<file path="src/rtl/cam_pixel_rx.sv">
// DVP camera receiver: filters href/vsync, assembles 1- or 2-byte pixels, frames them with
// sof/eol and measures line/frame geometry with sticky error flags.
module cam_pixel_rx #(
  parameter int unsigned DATA_W        = 8,
  parameter int unsigned BYTES_PER_PIX = 1,
  parameter int unsigned PIX_PER_LINE  = 640,
  parameter int unsigned NUM_LINES     = 480,
  parameter int unsigned SYNC_FILT     = 3,
  parameter int unsigned CNT_W         = 16
) (
  input  logic                            pclk,
  input  logic                            rst,
  input  logic [DATA_W-1:0]               din,
  input  logic                            vsync,
  input  logic                            href,
  input  logic                            start,
  input  logic                            stop,
  output logic [DATA_W*BYTES_PER_PIX-1:0] pixel,
  output logic                            pixel_valid,
  output logic                            sof,
  output logic                            eol,
  output logic                            busy,
  output logic [CNT_W-1:0]                hlen,
  output logic [CNT_W-1:0]                vlen,
  output logic [CNT_W-1:0]                frame_cnt,
  output logic                            line_err,
  output logic                            frame_err
);
  localparam int unsigned PIX_W = DATA_W * BYTES_PER_PIX;
  localparam logic [CNT_W-1:0] CNT_MAX = '1;
  localparam logic [CNT_W-1:0] PPL = CNT_W'(PIX_PER_LINE);
  localparam logic [CNT_W-1:0] NL = CNT_W'(NUM_LINES);
  localparam logic [2:0] FILT_N = 3'(SYNC_FILT);

  typedef enum logic [2:0] {StIdle, StWaitVs, StVblank, StHblank, StHact} state_e;

  function automatic logic [CNT_W-1:0] sat_inc(input logic [CNT_W-1:0] v);
    return (v == CNT_MAX) ? v : v + CNT_W'(1);
  endfunction

  logic [DATA_W-1:0] din_r;
  logic              href_r, vs_r;
  logic [DATA_W-1:0] dly_q [SYNC_FILT+1];
  logic              hf_q, hf_d, vf_q, vf_d, hd_q, vd_q;
  logic [2:0]        hcnt_q, hcnt_d, vcnt_q, vcnt_d;

  // Delay line aligns the byte with the one-cycle-delayed filtered href (hd_q).
  always_ff @(posedge pclk or posedge rst) begin
    if (rst) begin
      din_r  <= '0;
      href_r <= 1'b0;
      vs_r   <= 1'b0;
      for (int unsigned i = 0; i <= SYNC_FILT; i++) dly_q[i] <= '0;
      hf_q   <= 1'b0;
      vf_q   <= 1'b0;
      hd_q   <= 1'b0;
      vd_q   <= 1'b0;
      hcnt_q <= '0;
      vcnt_q <= '0;
    end else begin
      din_r    <= din;
      href_r   <= href;
      vs_r     <= vsync;
      dly_q[0] <= din_r;
      for (int unsigned i = 1; i <= SYNC_FILT; i++) dly_q[i] <= dly_q[i-1];
      hf_q   <= hf_d;
      vf_q   <= vf_d;
      hd_q   <= hf_q;
      vd_q   <= vf_q;
      hcnt_q <= hcnt_d;
      vcnt_q <= vcnt_d;
    end
  end

  always_comb begin
    hf_d   = hf_q;
    hcnt_d = '0;
    vf_d   = vf_q;
    vcnt_d = '0;
    if (href_r != hf_q) begin
      if (hcnt_q + 3'd1 == FILT_N) hf_d = href_r;
      else hcnt_d = hcnt_q + 3'd1;
    end
    if (vs_r != vf_q) begin
      if (vcnt_q + 3'd1 == FILT_N) vf_d = vs_r;
      else vcnt_d = vcnt_q + 3'd1;
    end
  end

  // Qualified href for the current byte (act_d), the next byte (act) and the one after (act_n).
  logic act_d, act, act_n, vs_rise, vs_fall;
  assign act_d   = hd_q & ~vd_q;
  assign act     = hf_q & ~vf_q;
  assign act_n   = hf_d & ~vf_d;
  assign vs_rise = vf_q & ~vd_q;
  assign vs_fall = ~vf_q & vd_q;

  state_e            state_q, state_d;
  logic              stop_pend_q, stop_pend_d, sof_pend_q, phase_q;
  logic [CNT_W-1:0]  pix_cnt_q, line_cnt_q;
  logic              take, last_phase, cap, emit, eol_n, close, line_done;
  logic              frame_end, vb_entry;
  logic [CNT_W-1:0]  close_cnt, lines_fin;
  logic [PIX_W-1:0]  asm_pix;

  always_comb begin
    take       = (state_q == StHact) && act_d;
    last_phase = (BYTES_PER_PIX == 1) || phase_q;
    cap        = last_phase && (pix_cnt_q == PPL - CNT_W'(1));
    emit       = take && last_phase;
    if (BYTES_PER_PIX == 1) eol_n = emit && (cap || !act);
    else eol_n = emit && (cap || !act || !act_n);
    // A lone first byte at line end is dropped.
    close      = eol_n || (take && !last_phase && !act);
    close_cnt  = emit ? sat_inc(pix_cnt_q) : pix_cnt_q;
    line_done  = close && (close_cnt != '0);
    lines_fin  = line_done ? sat_inc(line_cnt_q) : line_cnt_q;

    state_d     = state_q;
    stop_pend_d = stop_pend_q;
    frame_end   = 1'b0;
    vb_entry    = 1'b0;
    if (start) stop_pend_d = 1'b0;
    if (stop && state_q != StIdle) stop_pend_d = 1'b1;
    unique case (state_q)
      StIdle:   if (start && !stop) state_d = StWaitVs;
      StWaitVs: begin
        if (stop) state_d = StIdle;
        else if (vs_rise) begin
          state_d  = StVblank;
          vb_entry = 1'b1;
        end
      end
      StVblank: if (vs_fall) state_d = StHblank;
      StHblank, StHact: begin
        if (vs_rise) begin
          frame_end = 1'b1;
          if (stop_pend_q || stop) state_d = StIdle;
          else begin
            state_d  = StVblank;
            vb_entry = 1'b1;
          end
        end else if (state_q == StHblank) begin
          if (act && !act_d) state_d = StHact;
        end else if (close) begin
          state_d = StHblank;
        end
      end
      default: state_d = StIdle;
    endcase
    if (state_d == StIdle) stop_pend_d = 1'b0;
  end

  if (BYTES_PER_PIX == 2) begin : g_two
    logic [DATA_W-1:0] msb_q;
    always_ff @(posedge pclk or posedge rst) begin
      if (rst) msb_q <= '0;
      else if (take && !phase_q) msb_q <= dly_q[SYNC_FILT];
    end
    assign asm_pix = {msb_q, dly_q[SYNC_FILT]};
  end else begin : g_one
    assign asm_pix = dly_q[SYNC_FILT];
  end

  always_ff @(posedge pclk or posedge rst) begin
    if (rst) begin
      state_q     <= StIdle;
      stop_pend_q <= 1'b0;
      sof_pend_q  <= 1'b0;
      phase_q     <= 1'b0;
      pix_cnt_q   <= '0;
      line_cnt_q  <= '0;
      pixel       <= '0;
      pixel_valid <= 1'b0;
      sof         <= 1'b0;
      eol         <= 1'b0;
      busy        <= 1'b0;
      hlen        <= '0;
      vlen        <= '0;
      frame_cnt   <= '0;
      line_err    <= 1'b0;
      frame_err   <= 1'b0;
    end else begin
      state_q     <= state_d;
      stop_pend_q <= stop_pend_d;
      busy        <= (state_d != StIdle);
      pixel_valid <= emit;
      eol         <= eol_n;
      sof         <= emit && sof_pend_q;
      if (emit) pixel <= asm_pix;

      if (vb_entry) sof_pend_q <= 1'b1;
      else if (emit) sof_pend_q <= 1'b0;

      if (state_q == StHblank && state_d == StHact) begin
        pix_cnt_q <= '0;
        phase_q   <= 1'b0;
      end else if (take) begin
        phase_q <= (BYTES_PER_PIX == 2) ? ~phase_q : 1'b0;
        if (emit) pix_cnt_q <= sat_inc(pix_cnt_q);
      end

      if (vb_entry) line_cnt_q <= '0;
      else if (line_done) line_cnt_q <= lines_fin;

      if (start) begin
        line_err  <= 1'b0;
        frame_err <= 1'b0;
      end
      if (state_q == StIdle && start && !stop) frame_cnt <= '0;
      if (line_done) begin
        hlen <= close_cnt;
        if (close_cnt != PPL) line_err <= 1'b1;
      end
      if (frame_end) begin
        vlen      <= lines_fin;
        frame_cnt <= frame_cnt + CNT_W'(1);
        if (lines_fin != NL) frame_err <= 1'b1;
      end
    end
  end

endmodule

</file>
<file path="config.mk">
export PLATFORM = sky130hd
export DESIGN_NAME = cam_pixel_rx
export DESIGN_NICKNAME = d
export VERILOG_FILES = /design/src/rtl/cam_pixel_rx.sv
export SDC_FILE = /design/constraint.sdc
export NUM_CORES = 1
export LEC_CHECK = 0
export CELL_PAD_IN_SITES_DETAIL_PLACEMENT = 1
export CELL_PAD_IN_SITES_GLOBAL_PLACEMENT = 2
export CORE_MARGIN = 2
export CORE_UTILIZATION = 30
export CTS_CLUSTER_DIAMETER = 150
export CTS_CLUSTER_SIZE = 25
export DETAILED_ROUTE_END_ITERATION = 7
export GPL_TIMING_DRIVEN = 0
export HOLD_SLACK_MARGIN = 0.08
export PLACE_DENSITY = 0.66
export SKIP_CTS_REPAIR_TIMING = 1
export SLEW_MARGIN = 0
export SYNTH_ARGS = -nofsm -noshare
export SYNTH_HDL_FRONTEND = slang
export SYNTH_SLANG_ARGS = --single-unit
export TNS_END_PERCENT = 10
</file>
<file path="constraint.sdc">
create_clock -name pclk -period 8.8 [get_ports pclk]
set_input_delay 1.76 -clock pclk [delete_from_list [all_inputs] [get_ports pclk]]
set_output_delay 1.76 -clock pclk [all_outputs]
set_load 0.01 [all_outputs]
</file>
==> results.py <==
metrics = {
    "status": {
        "status": "finished clean",
    },
    "global_routing": {
        "grt_pass1_vias": 5373,
        "track_usage": 0.164,
        "antenna_found_initial": 0,
        "grt_max_degree": 92,
        "grt_overflow": 0,
        "grt_pass1_wl_um": 28500,
    },
    "layout": {
        "post-route-cell-area_mm2": 0.00820,
        "fillers": 2396,
        "syn2layout_area_growth_pct": 27.0,
        "final_cells": 1015,
        "fin_nets": 748,
        "insertedDiodeCount": 0,
        "multi_input_area_mm2": 0.00249,
        "ff_latch_area_mm2": 0.00378,
        "drive_gt1_frac": 0.0676,
    },
    "clocking": {
        "cts_max_path_buffers": 2,
        "cts_inserted_buffers": 17,
        "clock-sinks": 151,
        "htree_levels": 4,
        "clk_pin_slew_worst_paths_ns": 0.07,
        "tritoncts": "done",
        "clockRootBuffer": "clkbuf_16",
        "clock_latency_ns": 0.43,
    },
    "hold_path": {
        "hp-class": "flip-flop to flip-flop",
    },
    "synth": {
        "ys_async_sr_fraction": 1.00,
        "ys_top_cells_by_area": "dfrtp_1, nand2_1, nor2_1, o21ai_0, mux2i_1",
        "yosysTopAreaCell": "dfrtp_1",
        "yosysSeqAreaShare": 0.585,
        "synth-compound-area-share": 0.0858,
        "synth.cell_area_mm2": 0.00646,
        "synthAdderAreaFrac": 0.0136,
        "synth_seq_cells": 151,
        "synthXorXnorAreaFrac": 0.0393,
        "synth_top_family_by_area": "simple AND/OR/NAND/NOR gates",
        "ys_top_cells_by_count": "dfrtp_1, nand2_1, nor2_1",
        "syn-num-nets": 653,
        "synthCells": 632,
        "synth_ff_type": "dfrtp_1",
        "synth_cell_types": 60,
        "synth_edf_count": 0,
        "synth_top_area_frac": 0.585,
        "syn_avg_cell_area_um2": 10.2,
        "synthSimpleGateAreaFrac": 0.218,
        "synth.most_common_cell": "dfrtp_1",
        "muxShareOfSynthArea": 0.0283,
        "synth_warnings": 0,
    },
    "worst_setup_path": {
        "critPathMaxFanout": 10,
        "reg2reg_to": "frame_err",
        "cp-endpoint": "frame_err",
        "rrSetupSlack_ns": 4.26,
        "slowest_stage": "nor4_1",
        "required_ns": 9.09,
        "path_depth": 12,
        "worstSetupEndpointType": "flip-flop",
        "startpoint_type": "flip-flop",
        "cp_cell_sequence": "ha_1 -> clkbuf_1 -> nand4_1 -> nor4_1 -> nor2_1 -> a31o_2 -> a211o_1 -> buf_6 -> nor4_4 -> mux2i_1 -> nor4bb_1 -> a31oi_1",
        "arrival_ns": 4.83,
        "r2r-start": "pix_cnt_q[0]",
        "reg2reg_depth": 12,
        "worstPathBufferInverterCount": 2,
        "crit_family": "simple AND/OR/NAND/NOR gates",
        "crit_type": "flip-flop to flip-flop",
        "crit_path_start": "pix_cnt_q[0]",
        "slowest_delay_ns": 0.98,
    },
    "detailed_routing": {
        "drt_iter0_markers": 181,
        "wl_um": 17500,
        "post_drt_wl_per_cell_um": 17.2,
        "vias_per_cell": 4.88,
        "drc": 0,
        "drtAntennaViolNets": 0,
        "firstDrtPassIters": 4,
        "num_vias": 4956,
    },
    "placed_design": {
        "post_dp_cell_area_mm2": 0.00759,
        "place_worst_setup_slack_ns": 4.28,
        "gp_congestion": 0.844,
        "io_buffers": 75,
        "placed_cells": 983,
        "hpwl_um": 12400,
    },
    "floorplanning": {
        "fp.dieW_um": 151,
        "boundaryPins": 76,
        "core-area_mm2": 0.0211,
        "die-area_mm2": 0.0227,
        "start_util": 0.306,
        "rows": 53,
        "dieHeight_um": 151,
    },
    "timing": {
        "finalMaxSlewViolations": 0,
        "min_period_over_period": 0.516,
        "tns_ns": 0,
        "fin_crit_ns": 4.54,
        "skew_ns": 0.00906,
        "fmax_ghz": 0.220,
        "timing.final.ws_setup_ns": 4.26,
        "setup_viol": 0,
        "rsz0062_at_grt": "false",
        "slew_headroom": 0.181,
        "hold_viol": 0,
        "max_slew.worst_pin.slew_ns": 1.22,
    },
    "power": {
        "power_leakage_nw": 3.57,
        "power_density_mw_per_mm2": 272,
        "vdd_drop_max_mv": 0.126,
        "p_total_mw": 2.23,
    },
    "flow_run": {
        "maxCapViolCount": 0,
    },
}
==> worst register-to-register path: stages (launching register included) <==
cell and delay, ns:
dfrtp_1 0.48, ha_1 0.19, clkbuf_1 0.38, nand4_1 0.28, nor4_1 0.98, nor2_1 0.29
a31o_2 0.37, a211o_1 0.31, buf_6 0.16, nor4_4 0.16, mux2i_1 0.33, nor4bb_1 0.36
a31oi_1 0.12
==> per-stage QoR <==
stage	hold slack, ns	util
floorplan	0.331	-
global placement	0.332	0.358
detailed placement	0.336	0.360
CTS	0.351	0.389
global route	0.358	0.389
finish	0.348	0.389
==> final cells by class <==
type                    count  area share
well taps                 275      0.0419
inverters                  15     0.00747
flip-flops and latches    151       0.461
clock buffers              18      0.0523
clock inverters            14      0.0224
plain buffers              30      0.0165
multi-input cells         436       0.304
repair buffers             76      0.0949
==> how the worst min path moves through the flow <==
stage,start,endpoint,slack [ns],cells after the start
floorplan,dly_q[8],asm_pix[0],0.33,0
global placement,dly_q[27],dly_q[19],0.33,0
detailed placement,din_r[7],dly_q[31],0.34,0
CTS,din_r[1],dly_q[25],0.35,0
global route,dly_q[27],dly_q[19],0.36,0
finish,dly_q[28],dly_q[20],0.35,0
==> flip-flops by register name, summed over array words and instances (netlist names), 3 cells and up <==
register / cells
dly_q: 24
frame_cnt: 16
hlen: 16
line_cnt_q: 16
pix_cnt_q: 16
vlen: 16
asm_pix: 8
din_r: 8
pixel: 8
hcnt_q: 3
state_q: 3
vcnt_q: 3
==> per-layer routing <==
| layer | share of wire | GRT usage | vias up |
|---|---|---|---|
| met5 | 0 | 0 | - |
| met4 | 0.014 | 0.0509 | 0 |
| met3 | 0.022 | 0.0376 | 19 |
| met2 | 0.51 | 0.277 | 60 |
| met1 | 0.46 | 0.207 | 2505 |
| li1 | - | - | 2372 |
==> report_power, final <==
part	switching (mW)	internal (mW)
combinational	0.283	0.243
clock	0.328	0.433
sequential	0.117	0.829
==> cell families (layout without fill, tap and decap cells) <==
group / after synthesis / after routing
adder cells (fa/ha/maj): 7 / 7
AO/OA/AOI/OAI: 91 / 91
multiplexers: 18 / 18
AND/OR/NAND/NOR: 291 / 291
flip-flops: 151 / 151
XOR/XNOR: 29 / 29
buffers and inverters: 45 / 153
==> cells in the final DEF (no fill, tap or decap), types with 6 or more instances in the layout <==
cell type        synthesis  layout
inv_6                    0       6
ha_1                     7       7
nand4_1                 13      13
nor4_1                   7       7
nor2_1                  67      67
and3_1                   9       9
inv_1                   14      13
or3_1                    8       8
xnor2_1                 15      15
a21oi_1                 11      11
nand3_1                 32      32
nor3_1                  11      10
clkdlybuf4s50_1          0      75
clkbuf_1                24      25
clkbuf_16                0      17
dfrtp_1                151     151
o21ai_0                 49      49
mux2i_1                 16      16
nand2_1                105     105
xor2_1                  14      14
Note: power is estimated with default switching activity, not from simulation.
